[src/rtl/fetch_pkg.sv]
// Shared types for the instruction-fetch sequencer: widths, FSM states
// and the fetch-queue entry layout.
package fetch_pkg;

   localparam int unsigned PC_W    = 16;
   localparam int unsigned INSTR_W = 16;

   typedef enum logic [1:0] {
      IDLE,
      RUN,
      HALTED
   } fetch_state_e;

   typedef struct packed {
      logic [PC_W-1:0]    pc;
      logic [INSTR_W-1:0] instr;
   } fetch_entry_t;

endpackage

[src/rtl/insfetch_ctrl_if.sv]
// Fetch bus: ROM address/data, decode valid/ready handshake, redirect and halt.
// master = fetch sequencer, slave = surrounding core (ROM, decode, branch unit).
interface insfetch_ctrl_if;

   logic [fetch_pkg::PC_W-1:0]    mem_pc;
   logic [fetch_pkg::INSTR_W-1:0] mem_instr;
   logic                          out_valid;
   logic                          out_ready;
   logic [fetch_pkg::INSTR_W-1:0] out_instr;
   logic [fetch_pkg::PC_W-1:0]    out_pc;
   logic                          redirect_valid;
   logic [fetch_pkg::PC_W-1:0]    redirect_pc;
   logic                          halt_req;
   logic                          halted;

   modport master (
      output mem_pc, out_valid, out_instr, out_pc, halted,
      input  mem_instr, out_ready, redirect_valid, redirect_pc, halt_req
   );

   modport slave (
      input  mem_pc, out_valid, out_instr, out_pc, halted,
      output mem_instr, out_ready, redirect_valid, redirect_pc, halt_req
   );

endinterface

[src/rtl/fetch_queue.sv]
// Synchronous FIFO holding fetched {pc, instr} entries; flush overrides push/pop.
// DEPTH must be a power of two >= 2 so the pointers wrap naturally.
module fetch_queue
   import fetch_pkg::*;
#(
   parameter int unsigned DEPTH = 2
) (
   input  logic         clk,
   input  logic         rst_n,
   input  logic         push,
   input  logic         pop,
   input  logic         flush,
   input  fetch_entry_t din,
   output logic         full,
   output logic         empty,
   output fetch_entry_t head
);

   localparam int unsigned AW = $clog2(DEPTH);

   fetch_entry_t   mem [DEPTH];
   logic [AW-1:0]  wr_ptr;
   logic [AW-1:0]  rd_ptr;
   logic [AW:0]    count;
   logic           do_push;
   logic           do_pop;

   assign full    = (count == (AW+1)'(DEPTH));
   assign empty   = (count == '0);
   assign head    = mem[rd_ptr];
   assign do_pop  = pop && !empty;
   // a push into a full queue is legal when the head leaves in the same cycle
   assign do_push = push && (!full || do_pop);

   always_ff @(posedge clk or negedge rst_n) begin
      if (!rst_n) begin
         wr_ptr <= '0;
         rd_ptr <= '0;
         count  <= '0;
         for (int unsigned i = 0; i < DEPTH; i++) begin
            mem[i] <= '0;
         end
      end else if (flush) begin
         wr_ptr <= '0;
         rd_ptr <= '0;
         count  <= '0;
      end else begin
         if (do_push) begin
            mem[wr_ptr] <= din;
            wr_ptr      <= wr_ptr + AW'(1);
         end
         if (do_pop) begin
            rd_ptr <= rd_ptr + AW'(1);
         end
         if (do_push && !do_pop) begin
            count <= count + (AW+1)'(1);
         end else if (!do_push && do_pop) begin
            count <= count - (AW+1)'(1);
         end
      end
   end

endmodule

[src/rtl/insfetch_ctrl.sv]
// Instruction-fetch sequencer: owns the pc, fetches from a combinational ROM into
// a small queue, handles redirect/halt. Optional counters: `INSFETCH_PERF_EN.
module insfetch_ctrl
   import fetch_pkg::*;
#(
   parameter logic [PC_W-1:0] RESET_PC = 16'h0000,
   parameter int unsigned     PC_STEP  = 2,
   parameter int unsigned     QDEPTH   = 2
) (
   input  logic                 clk,
   input  logic                 rst_n,
   insfetch_ctrl_if.master      bus
`ifdef INSFETCH_PERF_EN
   ,
   output logic [31:0]          perf_fetched,
   output logic [31:0]          perf_stall
`endif
);

   fetch_state_e    state_q;
   fetch_state_e    state_d;
   logic [PC_W-1:0] pc_q;
   logic            run;
   logic            redir;
   logic            pop;
   logic            capture;
   logic            q_full;
   logic            q_empty;
   fetch_entry_t    head;
   fetch_entry_t    push_entry;

   // redirect is ignored in IDLE; when taken it also kills any same-cycle capture
   assign redir      = bus.redirect_valid && (state_q != IDLE);
   assign pop        = !q_empty && bus.out_ready;
   assign capture    = run && !redir && (!q_full || pop);
   assign push_entry = '{pc: pc_q, instr: bus.mem_instr};

   always_ff @(posedge clk or negedge rst_n) begin
      if (!rst_n) begin
         state_q <= IDLE;
      end else begin
         state_q <= state_d;
      end
   end

   always_comb begin
      state_d = state_q;
      unique case (state_q)
         IDLE:    state_d = RUN;
         RUN:     if (redir)             state_d = RUN;
                  else if (bus.halt_req) state_d = HALTED;
         HALTED:  if (redir)             state_d = RUN;
         default: state_d = IDLE;
      endcase
   end

   always_comb begin
      run        = (state_q == RUN);
      bus.halted = (state_q == HALTED);
   end

   always_ff @(posedge clk or negedge rst_n) begin
      if (!rst_n) begin
         pc_q <= RESET_PC;
      end else if (redir) begin
         pc_q <= bus.redirect_pc & ~PC_W'(1);
      end else if (capture) begin
         pc_q <= pc_q + PC_W'(PC_STEP);
      end
   end

   fetch_queue #(
      .DEPTH (QDEPTH)
   ) u_queue (
      .clk   (clk),
      .rst_n (rst_n),
      .push  (capture),
      .pop   (pop),
      .flush (redir),
      .din   (push_entry),
      .full  (q_full),
      .empty (q_empty),
      .head  (head)
   );

   assign bus.mem_pc    = pc_q;
   assign bus.out_valid = !q_empty;
   assign bus.out_pc    = head.pc;
   assign bus.out_instr = head.instr;

`ifdef INSFETCH_PERF_EN
   always_ff @(posedge clk or negedge rst_n) begin
      if (!rst_n) begin
         perf_fetched <= '0;
         perf_stall   <= '0;
      end else begin
         if (capture) begin
            perf_fetched <= perf_fetched + 32'd1;
         end
         if (run && q_full && !pop) begin
            perf_stall <= perf_stall + 32'd1;
         end
      end
   end
`endif

endmodule

[src/flat_wrapper.sv]
// flat-port wrapper written by rule: the top's interface ports become plain ports
module insfetch_ctrl_flat import fetch_pkg::*;
#(
   parameter logic [PC_W-1:0] RESET_PC = 16'h0000,
   parameter int unsigned     PC_STEP  = 2,
   parameter int unsigned     QDEPTH   = 2
)
  (clk, rst_n, bus_mem_pc, bus_out_valid, bus_out_instr, bus_out_pc, bus_halted, bus_mem_instr, bus_out_ready, bus_redirect_valid, bus_redirect_pc, bus_halt_req);
  insfetch_ctrl_if bus_i ();
  input  logic clk;
  input  logic rst_n;
  output wire logic [$bits(bus_i.mem_pc)-1:0] bus_mem_pc;
  output wire logic [$bits(bus_i.out_valid)-1:0] bus_out_valid;
  output wire logic [$bits(bus_i.out_instr)-1:0] bus_out_instr;
  output wire logic [$bits(bus_i.out_pc)-1:0] bus_out_pc;
  output wire logic [$bits(bus_i.halted)-1:0] bus_halted;
  input wire logic [$bits(bus_i.mem_instr)-1:0] bus_mem_instr;
  input wire logic [$bits(bus_i.out_ready)-1:0] bus_out_ready;
  input wire logic [$bits(bus_i.redirect_valid)-1:0] bus_redirect_valid;
  input wire logic [$bits(bus_i.redirect_pc)-1:0] bus_redirect_pc;
  input wire logic [$bits(bus_i.halt_req)-1:0] bus_halt_req;
  assign bus_mem_pc = bus_i.mem_pc;
  assign bus_out_valid = bus_i.out_valid;
  assign bus_out_instr = bus_i.out_instr;
  assign bus_out_pc = bus_i.out_pc;
  assign bus_halted = bus_i.halted;
  assign bus_i.mem_instr = bus_mem_instr;
  assign bus_i.out_ready = bus_out_ready;
  assign bus_i.redirect_valid = bus_redirect_valid;
  assign bus_i.redirect_pc = bus_redirect_pc;
  assign bus_i.halt_req = bus_halt_req;
  insfetch_ctrl #(.RESET_PC(RESET_PC), .PC_STEP(PC_STEP), .QDEPTH(QDEPTH)) u_core (.clk(clk), .rst_n(rst_n), .bus(bus_i));
endmodule
[config.mk]
export PLATFORM = sky130hd
export DESIGN_NAME = insfetch_ctrl_flat
export DESIGN_NICKNAME = d
export VERILOG_FILES = /design/src/rtl/fetch_pkg.sv /design/src/rtl/insfetch_ctrl_if.sv /design/src/rtl/fetch_queue.sv /design/src/rtl/insfetch_ctrl.sv /design/src/flat_wrapper.sv
export SDC_FILE = /design/constraint.sdc
export NUM_CORES = 1
export LEC_CHECK = 0
export ABC_CLOCK_PERIOD_IN_PS = 2200
export CAP_MARGIN = 15
export CORE_ASPECT_RATIO = 1.5
export CORE_MARGIN = 2
export CORE_UTILIZATION = 31
export CTS_CLUSTER_DIAMETER = 150
export DETAILED_ROUTE_END_ITERATION = 8
export GPL_TIMING_DRIVEN = 0
export SLEW_MARGIN = 5
export SYNTH_ARGS = -nofsm -noshare
export SYNTH_HDL_FRONTEND = slang
export SYNTH_SLANG_ARGS = --single-unit
[constraint.sdc]
create_clock -name clk -period 2.2 [get_ports clk]
set_input_delay 0.44 -clock clk [delete_from_list [all_inputs] [get_ports clk]]
set_output_delay 0.44 -clock clk [all_outputs]
set_load 0.03 [all_outputs]
## After elaboration in Yosys (flattened, before gate mapping)

Cells that the tools add are included.
W data, S select, Z words.

| operators by class | value |
|---|---|
| add/subtract/negate cells | 5 |
| magnitude comparators | 3 |
| equality and inequality tests | 5 |
| multiplexer cells | 19 |
| bitwise logic cells | 3 |
| reduce and logical (&&, ||, !) cells | 25 |

Operators by type and width:

| cell | count |
|---|---|
| $mux W32 | 4 |
| $bwmux W64 | 1 |
| $demux W32 S1 | 1 |
| $mux W16 | 2 |
| $add A16 B2 Y16 const B | 1 |
| $mux W2 | 6 |
| $logic_and A1 B1 Y1 | 9 |
| $reduce_bool A2 Y1 | 4 |
| $pmux W2 S3 | 1 |
| $logic_not A1 Y1 | 5 |
| $eq A2 B2 Y1 const B | 2 |
| $ge A2 B2 Y1 const B | 2 |
| $logic_not A2 Y1 | 2 |
| $mux W1 | 4 |
| $not A1 Y2 | 2 |
| $reduce_and A2 Y1 | 2 |
| $ne A3 B3 Y1 const B | 1 |
| $reduce_bool A3 Y1 | 1 |
| $add A1 B1 Y1 const B | 2 |
| $add A2 B1 Y2 const B | 1 |
| $eq A2 B1 Y1 const B | 1 |
| $logic_or A1 B1 Y1 | 2 |
| $lt A2 B1 Y1 const B | 1 |
| $ne A2 B1 Y1 const B | 1 |
| other kinds (2) | 2 |

| word-level totals | value |
|---|---|
| flip-flop bits (word level) | 86 |
| bits of input ports | 37 |

## Depth between registers and ports, before layout

Gate-level depths: netlist (run 1).

| logic depth | value |
|---|---|
| depth after elaboration | 11 |
| mapped depth | 6 |
| depth with buffers taken out | 6 |

## By module

Synthesis (run 1) repeated with hierarchy kept, for this count alone.

| second synthesis, totals | value |
|---|---|
| cell total of the unflattened synthesis | 320 |
| area, all modules | 4171.5 um^2 |

Modules (own cells, without submodules):

| module | times used | cells each | area each (um^2) | seq. area each (um^2) |
|---|---|---|---|---|
| fetch_queue | 1 | 196 | 3126.7 | 1701.6 |
| insfetch_ctrl | 1 | 124 | 1044.8 | 425.4 |

## Worst setup path after synthesis (run 1)

Ideal clock, no wire load.

| timing path | value |
|---|---|
| path type | register -> register |
| from | register u_core.pc_q[1] (netlist: u_core.bus.mem_pc[1]) |
| to | register u_core.pc_q[11] (netlist: u_core.bus.mem_pc[11]) |
| setup time | 124 ps |
| arrival time | 1812 ps |
| data required time | 2076 ps |
| setup slack | 264 ps |
| cell stages (with the launch flop) | 6 |
| period minus slack after synthesis | 1936 ps |
| path through | dfrtp_1 ha_1 nand4bb_1 nor4b_2 a41oi_1 o31a_1 |

| between the ends | value |
|---|---|
| word-level cells in the longest chain between the ends | 3 |

Ends and longest elaborated chain:

| element | line | RTL |
|---|---|---|
| start, declared | insfetch_ctrl.sv:22 | `logic [PC_W-1:0] pc_q;` |
| start signal, assigned | insfetch_ctrl.sv:66 | `pc_q <= bus.redirect_pc & ~PC_W'(1);` |
| start signal, assigned | insfetch_ctrl.sv:68 | `pc_q <= pc_q + PC_W'(PC_STEP);` |
| $add A16 B2 Y16 | insfetch_ctrl.sv:68 |  |
| $mux W16 | insfetch_ctrl.sv:67 | `end else if (capture) begin` |
| $mux W16 | insfetch_ctrl.sv:65 | `end else if (redir) begin` |

No other way between the ends. The select of a mux whose other input is x is not followed.
A chain may end at the register's enable or synchronous reset.

## Worst setup path after layout (run 1)

| timing path | value |
|---|---|
| from | register u_core.u_queue.rd_ptr |
| to | output port bus_out_pc[8] |

| between the ends | value |
|---|---|
| word-level cells in the longest chain between the ends | 4 |

Ends and longest elaborated chain:

| element | line | RTL |
|---|---|---|
| start, declared | fetch_queue.sv:23 | `logic [AW-1:0] rd_ptr;` |
| start signal, assigned | fetch_queue.sv:53 | `rd_ptr <= rd_ptr + AW'(1);` |
| $not A1 Y2 (implied by the code) | fetch_queue.sv:30 | `assign head = mem[rd_ptr];` |
| $mux W32 (implied by the code) (3 in series) | fetch_queue.sv:30 |  |
| end, declared | flat_wrapper.sv:15 | `output wire logic [$bits(bus_i.out_pc)-1:0] bus_out_pc;` |

No other way between the ends. The select of a mux whose other input is x is not followed.

==> metrics.cfg, run 1 <==
[synth]
syn_avg_cell_area_sq_um=13.5
ys_top_cells_by_area=dfrtp_1 (51%), mux2_1 (15%), mux2_4 (11%)
synth_common_cells=dfrtp_1 (83), mux2_1 (52), mux2_4 (30), nand2_1 (16), nor2_1 (14)
syn_area_sq_um=4040
synthDistinctLibCells=48
yosysTopAreaCell=dfrtp_1
synth_flop_cell=dfrtp_1
yosysSeqAreaShare_pct=51.4
yosysWarnings=0
synth_edf_count=0
yosysMostFrequentCell=dfrtp_1
synth_top_area_share_pct=51.4
synth-seq-cells=83
async_flop_share_pct=100
netlist_instances=300

[global_route]
grt_first_pass_wirelength_um=15400
grt_antenna_before_repair=0
track_usage_pct=14.1
grt.met1_usage_pct=17.5
grt_max_degree=68
overflow=0
grt_use_met3_pct=2.43
grtUsageMet2_pct=24.1
busiest_layer=met2
grt_pass1_vias=2922

[die]
rows=51
start_util_pct=31.5
io_pins=87
core_sq_um=12800
die_height_um=144
dieArea_sq_um=14000
die_w_um=97.2

[pwr]
seq_power_share_pct=34.4
clkPwrFrac_pct=19.0
p_int_w=0.00481
sw_frac_of_total_pct=37.8
switchingPower_w=0.00292
vdd_drop_max_mv=0.461
power_density_nw_per_um2=1420
p_leak_nw=2.45
combPwrFrac_pct=46.6

[drt]
firstDrtPassIters=5
wirelength_um=9280
wire_per_inst_um=16.4
route.vias.total=2672
drt.antenna.violating_nets=0
drt_iter0_drc=59
route.detailed.drc=0
viasPerCell=4.72

[worst_setup_path]
cp.arrival_ns=1.70
required_ns=1.76
worstSetupPathType=flip-flop to primary output
start_kind=flip-flop
worst-path-max-fanout=10
setup.worst_path.end_class=primary output
reg2reg_depth=6

[sta]
drv_slew=0
clock.fmax_mhz=468
layout_worst_path_cycle_share_pct=97.2
layout_setup_ws_ns=0.0613
setup_violations=0
slew-limit-headroom_pct=58.8
tightest_slew_ns=0.611
hold_violations=0
period_needed_ns=2.14
final.setup_skew_ns=0.00487
rsz0062_at_grt=no

[clocking]
htree_levels=3
cts_buffers=9
cts_tree=built
clock_latency_ns=0.33
clk_path_buf_depth=2
numClockSinks=83
root_buffer=clkbuf_16
clk_pin_slew_ns=0.06

[placed_design]
port_buffers=83
pre_cts_ws_ns=-0.434
hpwl_um=6590
place_area_sq_um=5100
place_congestion=0.748

[layout]
nNetsFinal=441
layout-drive-gt1-share_pct=20.6
diodes=0
multi_input_area_sq_um=1860
seq_area_sq_um=2080
fillerInstances=1195
areaGrowthSynthToFinish_pct=35.2
fin_area_sq_um=5460

[min_path]
min_path_cells=2
hp-class=input port to flip-flop

[flow_run]
max_cap_viol_count=0

[run_status]
outcome=finished clean

-- metal layers --
layer  up-vias  wire [um]
met2        54       4730
met4         0        201
met5         -          0
met1      1337       4100
li1       1271          -
met3        10        253
-- power groups by stage --
stage | Combinational, W | Sequential, W | Clock (W)
floorplan | 0.00244 | 0.00266 | 0
global placement | 0.00383 | 0.00263 | 0
detailed placement | 0.00387 | 0.00267 | 0
CTS | 0.00364 | 0.00266 | 0.00151
global route | 0.00388 | 0.00277 | 0.00157
finish | 0.00360 | 0.00266 | 0.00147
-- worst max-delay path: stages, from the launching register on --
cell and delay [ns]:
dfrtp_2 0.44, buf_6 0.19, mux2_1 0.38, clkdlybuf4s15_1 0.36
-- per-stage QoR --
step	utilization, %	total power, W	TNS (ns)	hold WS (ns)	instances
final	42.6	0.00773	0	0.422	566
after global routing	42.6	0.00822	0	0.456	566
after CTS	42.0	0.00782	-0.0580	0.481	560
after detailed placement	39.7	0.00654	-31.59	0.330	544
after global placement	39.5	0.00646	-224.75	0.460	543
after floorplan	-	0.00510	0	0.144	301
-- sequential cells by signal, indices dropped and copies added (netlist names) --
| name | count |
|---|---|
| u_core.u_queue.mem | 62 |
| u_core.u_queue.rd_ptr | 1 |
| u_core.u_queue.wr_ptr | 1 |
| u_core.state_q | 2 |
| u_core.u_queue.count | 2 |
| u_core.bus.mem_pc | 15 |
-- path summary, 6_finish.rpt --
path | from | endpoint | slack, ns
setup reg to reg | u_core.bus.mem_pc[1] | u_core.bus.mem_pc[11] | 0.19
min in group asynchronous | rst_n | u_core.u_queue.mem[59] | 0.52
max in group asynchronous | rst_n | u_core.u_queue.rd_ptr | 1.04
hold reg to reg | u_core.u_queue.mem[54] | u_core.u_queue.mem[54] | 0.48
hold / removal | bus_redirect_valid | u_core.state_q[1] | 0.42
setup / recovery | u_core.u_queue.rd_ptr | bus_out_pc[8] | 0.06
-- kinds of logic after synthesis --
group / synth area share [%]
simple gates: 8.80
compound gates: 4.83
other cells: 0.0929
mux: 29.0
fa+ha+maj: 0.620
flops: 51.4
buf+inv: 3.07
xor+xnor: 2.17
-- placed cells by master, fill, tap and decap left out, types with 3 or more instances in the layout --
cell / netlist / routed
mux2_1: 52 / 52
mux2_2: 11 / 11
o21ai_0: 3 / 3
dfrtp_1: 83 / 82
dlygate4sd2_1: 0 / 27
clkdlybuf4s50_1: 0 / 49
clkbuf_16: 0 / 9
nand3_1: 5 / 5
xnor2_1: 7 / 7
clkbuf_8: 0 / 4
a31oi_1: 4 / 4
o21ai_1: 8 / 8
nor2_1: 14 / 14
inv_1: 5 / 5
xor2_1: 3 / 3
buf_6: 3 / 6
dlymetal6s2s_1: 0 / 4
mux2_4: 30 / 30
clkbuf_1: 5 / 6
nand2_1: 16 / 16
buf_4: 5 / 11
-- area by class of cell --
class	count	area share, %
clock inverters	1	0.0917
multi-input cells	196	34.1
flip-flops and latches	83	38.1
plain buffers	16	2.27
well taps	159	3.65
repair buffers	91	16.2
inverters	5	0.344
clock buffers	15	5.27
-- what timing repair did --
| action | in CTS | in global routing |
|---|---|---|
| gates resized for setup | 38 | 10 |
| buffers inserted | 0 | 5 |
| endpoints found under the hold margin | 16 | 0 |
| setup endpoints to repair | 61 | 67 |
| pin swaps | 0 | 3 |
| hold buffers | 1 | 0 |
No activity file was read; power rests on OpenSTA's default activity.
==> inputs of run 2 (changes only) <==
- CORE_MARGIN: 2 -> 4
- RECOVER_POWER: not set -> 25
==> metrics.cfg, run 2 (synthesized netlist as in run 1, its figures left out) <==
[placed_design]
hpwl_um=6810  ; was 6590 um
port_buffers=83  ; unchanged
place_congestion=0.730  ; was 0.748
pre_cts_ws_ns=-0.442  ; was -0.434 ns

[layout]
nNetsFinal=443  ; was 441
layout_common_cells=dfrtp_1 (82), mux2_1 (52), clkdlybuf4s50_1 (49)  ; unchanged
diodes=0  ; unchanged
areaGrowthSynthToFinish_pct=35.1  ; was 35.2%
multi_input_area_sq_um=1860  ; about the same
fillerInstances=1193  ; was 1195
layout-drive-gt1-share_pct=21.0  ; was 20.6%
seq_area_sq_um=2080  ; unchanged
largest_reg_flops=62  ; unchanged
top_register=u_core.u_queue.mem  ; unchanged
layout_commonest_cell=dfrtp_1  ; unchanged

[sta]
period_needed_ns=2.14  ; about the same
final.setup_skew_ns=0.00715  ; was 0.00487 ns
slew-limit-headroom_pct=23.3  ; was 58.8%
tightest_slew_ns=1.14  ; was 0.611 ns
clock.fmax_mhz=467  ; was 468 MHz
drv_slew=0  ; unchanged
layout_setup_ws_ns=0.0605  ; was 0.0613 ns
layout_worst_path_cycle_share_pct=97.2  ; about the same
setup_violations=0  ; unchanged
hold_violations=0  ; unchanged

[drt]
route.detailed.drc=0  ; unchanged
wire_per_inst_um=16.8  ; was 16.4 um
drt.antenna.violating_nets=0  ; unchanged
drt_iter0_drc=66  ; was 59
route.vias.total=2714  ; was 2672
viasPerCell=4.80  ; was 4.72
wirelength_um=9520  ; was 9280 um
firstDrtPassIters=4  ; was 5

[clocking]
clock_latency_ns=0.33  ; about the same
htree_levels=3  ; unchanged
clk_path_buf_depth=2  ; unchanged
cts_buffers=9  ; unchanged
cts_tree=built  ; unchanged
cts_hold_buf=0  ; was 1
numClockSinks=83  ; unchanged
clk_pin_slew_ns=0.06  ; about the same
root_buffer=clkbuf_16  ; unchanged

[worst_setup_path]
required_ns=1.76  ; about the same
worstSetupPathType=flip-flop to primary output  ; unchanged
setup.worst_path.end_class=primary output  ; unchanged
worst-path-max-fanout=10  ; unchanged
cp.arrival_ns=1.70  ; about the same
reg2reg_depth=5  ; was 6
start_kind=flip-flop  ; unchanged

[global_route]
grt_max_degree=50  ; was 68
grt_first_pass_wirelength_um=15500  ; was 15400 um
grt_pass1_vias=2932  ; was 2922
overflow=0  ; unchanged
grt_antenna_before_repair=0  ; unchanged
track_usage_pct=13.3  ; was 14.1%

[min_path]
hp-class=input port to asynchronous set/reset pin  ; was input port to flip-flop

[die]
die_height_um=148  ; was 144 um
die_w_um=101  ; was 97.2 um
io_pins=87  ; unchanged
core_sq_um=12600  ; was 12800 sq um
dieArea_sq_um=15000  ; was 14000 sq um
rows=50  ; was 51
start_util_pct=32.0  ; was 31.5%

[pwr]
power_w=0.00788  ; was 0.00773 W
power_density_nw_per_um2=1450  ; was 1420 nW/um^2
p_leak_nw=2.46  ; was 2.45 nW
vdd_drop_max_mv=0.535  ; was 0.461 mV

[flow_run]
max_cap_viol_count=0  ; unchanged

[run_status]
outcome=finished clean  ; unchanged

-- run 2: area by class of cell --
class / count / area share (%)
sequential: 83 / 38.1
multi-input combinational: 196 / 34.0
timing repair buffer: 93 / 16.0
clock buffer: 11 / 4.27
tap: 156 / 3.58
buffer: 16 / 2.27
clock inverter: 5 / 1.42
inverter: 5 / 0.344
-- run 2: power by group --
group | internal [W] | leakage (nW) | switching (W) | total (W)
registers | 0.00220 | 0.984 | 0.000465 | 0.00267
logic | 0.00173 | 1.32 | 0.00191 | 0.00364
clock network | 0.000991 | 0.150 | 0.000590 | 0.00158
total | 0.00492 | 2.46 | 0.00296 | 0.00788
-- run 2: final timing paths --
kind,start,end,slack (ns)
min in group clk,bus_redirect_valid,u_core.state_q[1],0.43
hold reg to reg,u_core.u_queue.mem[46],u_core.u_queue.mem[46],0.48
setup reg to reg,u_core.bus.mem_pc[1],u_core.bus.mem_pc[11],0.13
hold / removal,rst_n,u_core.u_queue.mem[25],0.21
max in group asynchronous,rst_n,u_core.u_queue.rd_ptr,0.70
setup / recovery,u_core.u_queue.rd_ptr,bus_out_pc[5],0.06
-- run 2: per-stage QoR --
step                instances  hold WS, ns  utilization [%]   TNS, ns  cell area (sq um)
finish                    565        0.208             43.2         0               5460
global route              565        0.301             43.2  -0.00128               5460
CTS                       556       0.0782             42.6   -0.0152               5390
detailed placement        541        0.435             40.3    -32.75               5090
global placement          540        0.461             40.1   -217.43               5070
floorplan                 301        0.144                -         0               4040
-- run 2: critical path, cell delays in order (launching register included) --
cell           delay [ns]
dfrtp_2              0.44
buf_6                0.19
mux2_2               0.37
dlygate4sd2_1        0.36
-- run 2: what timing repair did --
action,in CTS,in global routing
setup buffers,0,9
setup endpoints to repair,60,69
pin swaps,0,3
resized for setup,39,6
-- run 2: metal layers --
layer,up-vias,share of wire (%),global-route usage (%)
li1,1276,-,-
met1,1365,42,16.2
met2,61,52,22.5
met3,12,4.1,3.12
met4,0,2.0,5.12
met5,-,0,0
==> inputs of run 3 (changes only) <==
- CORE_UTILIZATION: 31 -> 30
==> metrics.cfg, run 3 (synthesized netlist as in run 1, its figures left out) <==
[drt]
route.detailed.drc=0  ; unchanged
route.vias.total=2680  ; was 2714
drt_iter0_drc=62  ; was 66
firstDrtPassIters=4  ; unchanged
wire_per_inst_um=16.9  ; was 16.8 um
viasPerCell=4.73  ; was 4.80
wirelength_um=9590  ; was 9520 um
drt.antenna.violating_nets=0  ; unchanged

[layout]
top_register=u_core.u_queue.mem  ; unchanged
fillerInstances=1254  ; was 1193
diodes=0  ; unchanged
layout_common_cells=dfrtp_1 (82), mux2_1 (52), clkdlybuf4s50_1 (49)  ; unchanged
layout_commonest_cell=dfrtp_1  ; unchanged
post-route-util_pct=41.2  ; was 43.2%
fin_area_sq_um=5390  ; was 5460 sq um
largest_reg_flops=62  ; unchanged
nNetsFinal=441  ; was 443
layout-drive-gt1-share_pct=20.4  ; was 21.0%
areaGrowthSynthToFinish_pct=33.6  ; was 35.1%

[worst_setup_path]
reg2reg_slack_ns=0.19  ; was 0.13 ns
r2r-end=u_core.bus.mem_pc[11]  ; unchanged
worst-path-max-fanout=10  ; unchanged
start_kind=flip-flop  ; unchanged
reg2reg_depth=5  ; unchanged
required_ns=1.76  ; about the same
r2r-start=u_core.bus.mem_pc[1]  ; unchanged
cp.arrival_ns=1.69  ; was 1.70 ns
setup.worst_path.end_class=primary output  ; unchanged
worstSetupPathType=flip-flop to primary output  ; unchanged

[global_route]
grt_pass1_vias=2861  ; was 2932
grt_max_degree=49  ; was 50
track_usage_pct=13.2  ; was 13.3%
grt_first_pass_wirelength_um=15400  ; was 15500 um
grt_antenna_before_repair=0  ; unchanged
overflow=0  ; unchanged

[pwr]
sw_frac_of_total_pct=38.5  ; was 37.6%
power_density_nw_per_um2=1410  ; was 1450 nW/um^2
p_leak_nw=2.42  ; was 2.46 nW
combPwrFrac_pct=47.4  ; was 46.1%
switchingPower_w=0.00292  ; was 0.00296 W
clkPwrFrac_pct=17.6  ; was 20.1%
vdd_drop_max_mv=0.516  ; was 0.535 mV
seq_power_share_pct=35.1  ; was 33.8%
p_int_w=0.00468  ; was 0.00492 W

[die]
die_w_um=103  ; was 101 um
die_height_um=150  ; was 148 um
io_pins=87  ; unchanged
start_util_pct=30.9  ; was 32.0%
rows=51  ; was 50
dieArea_sq_um=15400  ; was 15000 sq um
core_sq_um=13100  ; was 12600 sq um

[sta]
hold_violations=0  ; unchanged
tightest_slew_ns=0.918  ; was 1.14 ns
slew-limit-headroom_pct=38.8  ; was 23.3%
clock.fmax_mhz=470  ; was 467 MHz
layout_worst_path_cycle_share_pct=96.6  ; was 97.2%
rsz0062_at_grt=no
period_needed_ns=2.13  ; was 2.14 ns
final.setup_skew_ns=0.00645  ; was 0.00715 ns
setup_violations=0  ; unchanged
drv_slew=0  ; unchanged
tns_ns=0  ; unchanged

[clocking]
clk_path_buf_depth=2  ; unchanged
clk_pin_slew_ns=0.06  ; about the same
clock_latency_ns=0.33  ; about the same
cts_tree=built  ; unchanged
cts_hold_buf=0  ; unchanged
root_buffer=clkbuf_16  ; unchanged
htree_levels=3  ; unchanged
cts_buffers=9  ; unchanged
numClockSinks=83  ; unchanged

[run_status]
outcome=finished clean  ; unchanged

[placed_design]
place_congestion=0.728  ; was 0.730
port_buffers=83  ; unchanged
place_area_sq_um=5100  ; was 5090 sq um
hpwl_um=6850  ; was 6810 um

[min_path]
hp-class=input port to asynchronous set/reset pin  ; unchanged

[flow_run]
max_cap_viol_count=0  ; unchanged

## run 3: how the worst max path moves through the flow
stage | startpoint | to | slack (ns) | cells past startpoint
finish | u_core.u_queue.rd_ptr | bus_out_pc[8] | 0.07 | 3
global placement | rst_n | u_core.u_queue.mem[10] | -2.31 | 1
floorplan | u_core.bus.mem_pc[1] | u_core.bus.mem_pc[11] | 0.26 | 5
CTS | bus_out_ready | u_core.u_queue.count[1] | -0.03 | 6
detailed placement | bus_redirect_valid | u_core.u_queue.mem[43] | -0.44 | 5
global route | u_core.u_queue.rd_ptr | bus_out_pc[8] | 0.02 | 3
## run 3: final cells by class
| type | count | area [sq um] | area share [%] |
|---|---|---|---|
| flip-flops and latches | 83 | 2080 | 38.5 |
| multi-input cells | 196 | 1860 | 34.5 |
| repair buffers | 91 | 857 | 15.9 |
| clock buffers | 13 | 240 | 4.45 |
| well taps | 159 | 199 | 3.69 |
| plain buffers | 16 | 124 | 2.30 |
| inverters | 5 | 18.8 | 0.348 |
| clock inverters | 3 | 15.0 | 0.278 |
## run 3: critical path, stage by stage (launching register included)
cell	delay [ns]
dfrtp_2	0.43
buf_6	0.19
mux2_1	0.37
dlygate4sd2_1	0.37
## run 3: layer usage
metal | GRT usage, % | share of wire, % | vias to the layer above
li1 | - | - | 1271
met1 | 15.8 | 41 | 1346
met2 | 22.9 | 53 | 56
met3 | 2.43 | 4.3 | 7
met4 | 5.12 | 1.5 | 0
met5 | 0 | 0 | -
## run 3: metrics by stage
| step | setup WS (ns) | power [W] | instances | hold WS, ns |
|---|---|---|---|---|
| 2_1_floorplan | 0.264 | 0.00510 | 301 | 0.144 |
| 3_3_place_gp | -2.31 | 0.00645 | 543 | 0.459 |
| 3_5_place_dp | -0.437 | 0.00655 | 544 | 0.451 |
| 4_1_cts | -0.0274 | 0.00772 | 559 | 0.0881 |
| 5_1_grt | 0.0214 | 0.00808 | 566 | 0.329 |
| 6_report | 0.0740 | 0.00760 | 566 | 0.236 |
## run 3: power groups by stage
| stage | sequential [W] | clock [W] | combinational [W] |
|---|---|---|---|
| 3_3_place_gp | 0.00262 | 0 | 0.00383 |
| 2_1_floorplan | 0.00266 | 0 | 0.00244 |
| 6_report | 0.00267 | 0.00134 | 0.00360 |
| 5_1_grt | 0.00276 | 0.00145 | 0.00387 |
| 3_5_place_dp | 0.00268 | 0 | 0.00388 |
| 4_1_cts | 0.00268 | 0.00139 | 0.00365 |
## run 3: repair_timing
item,4_1_cts,5_1_grt
pin swaps,0,4
setup buffers,0,6
cloned,0,0
endpoints found under the setup margin,62,76
resized for setup,40,6
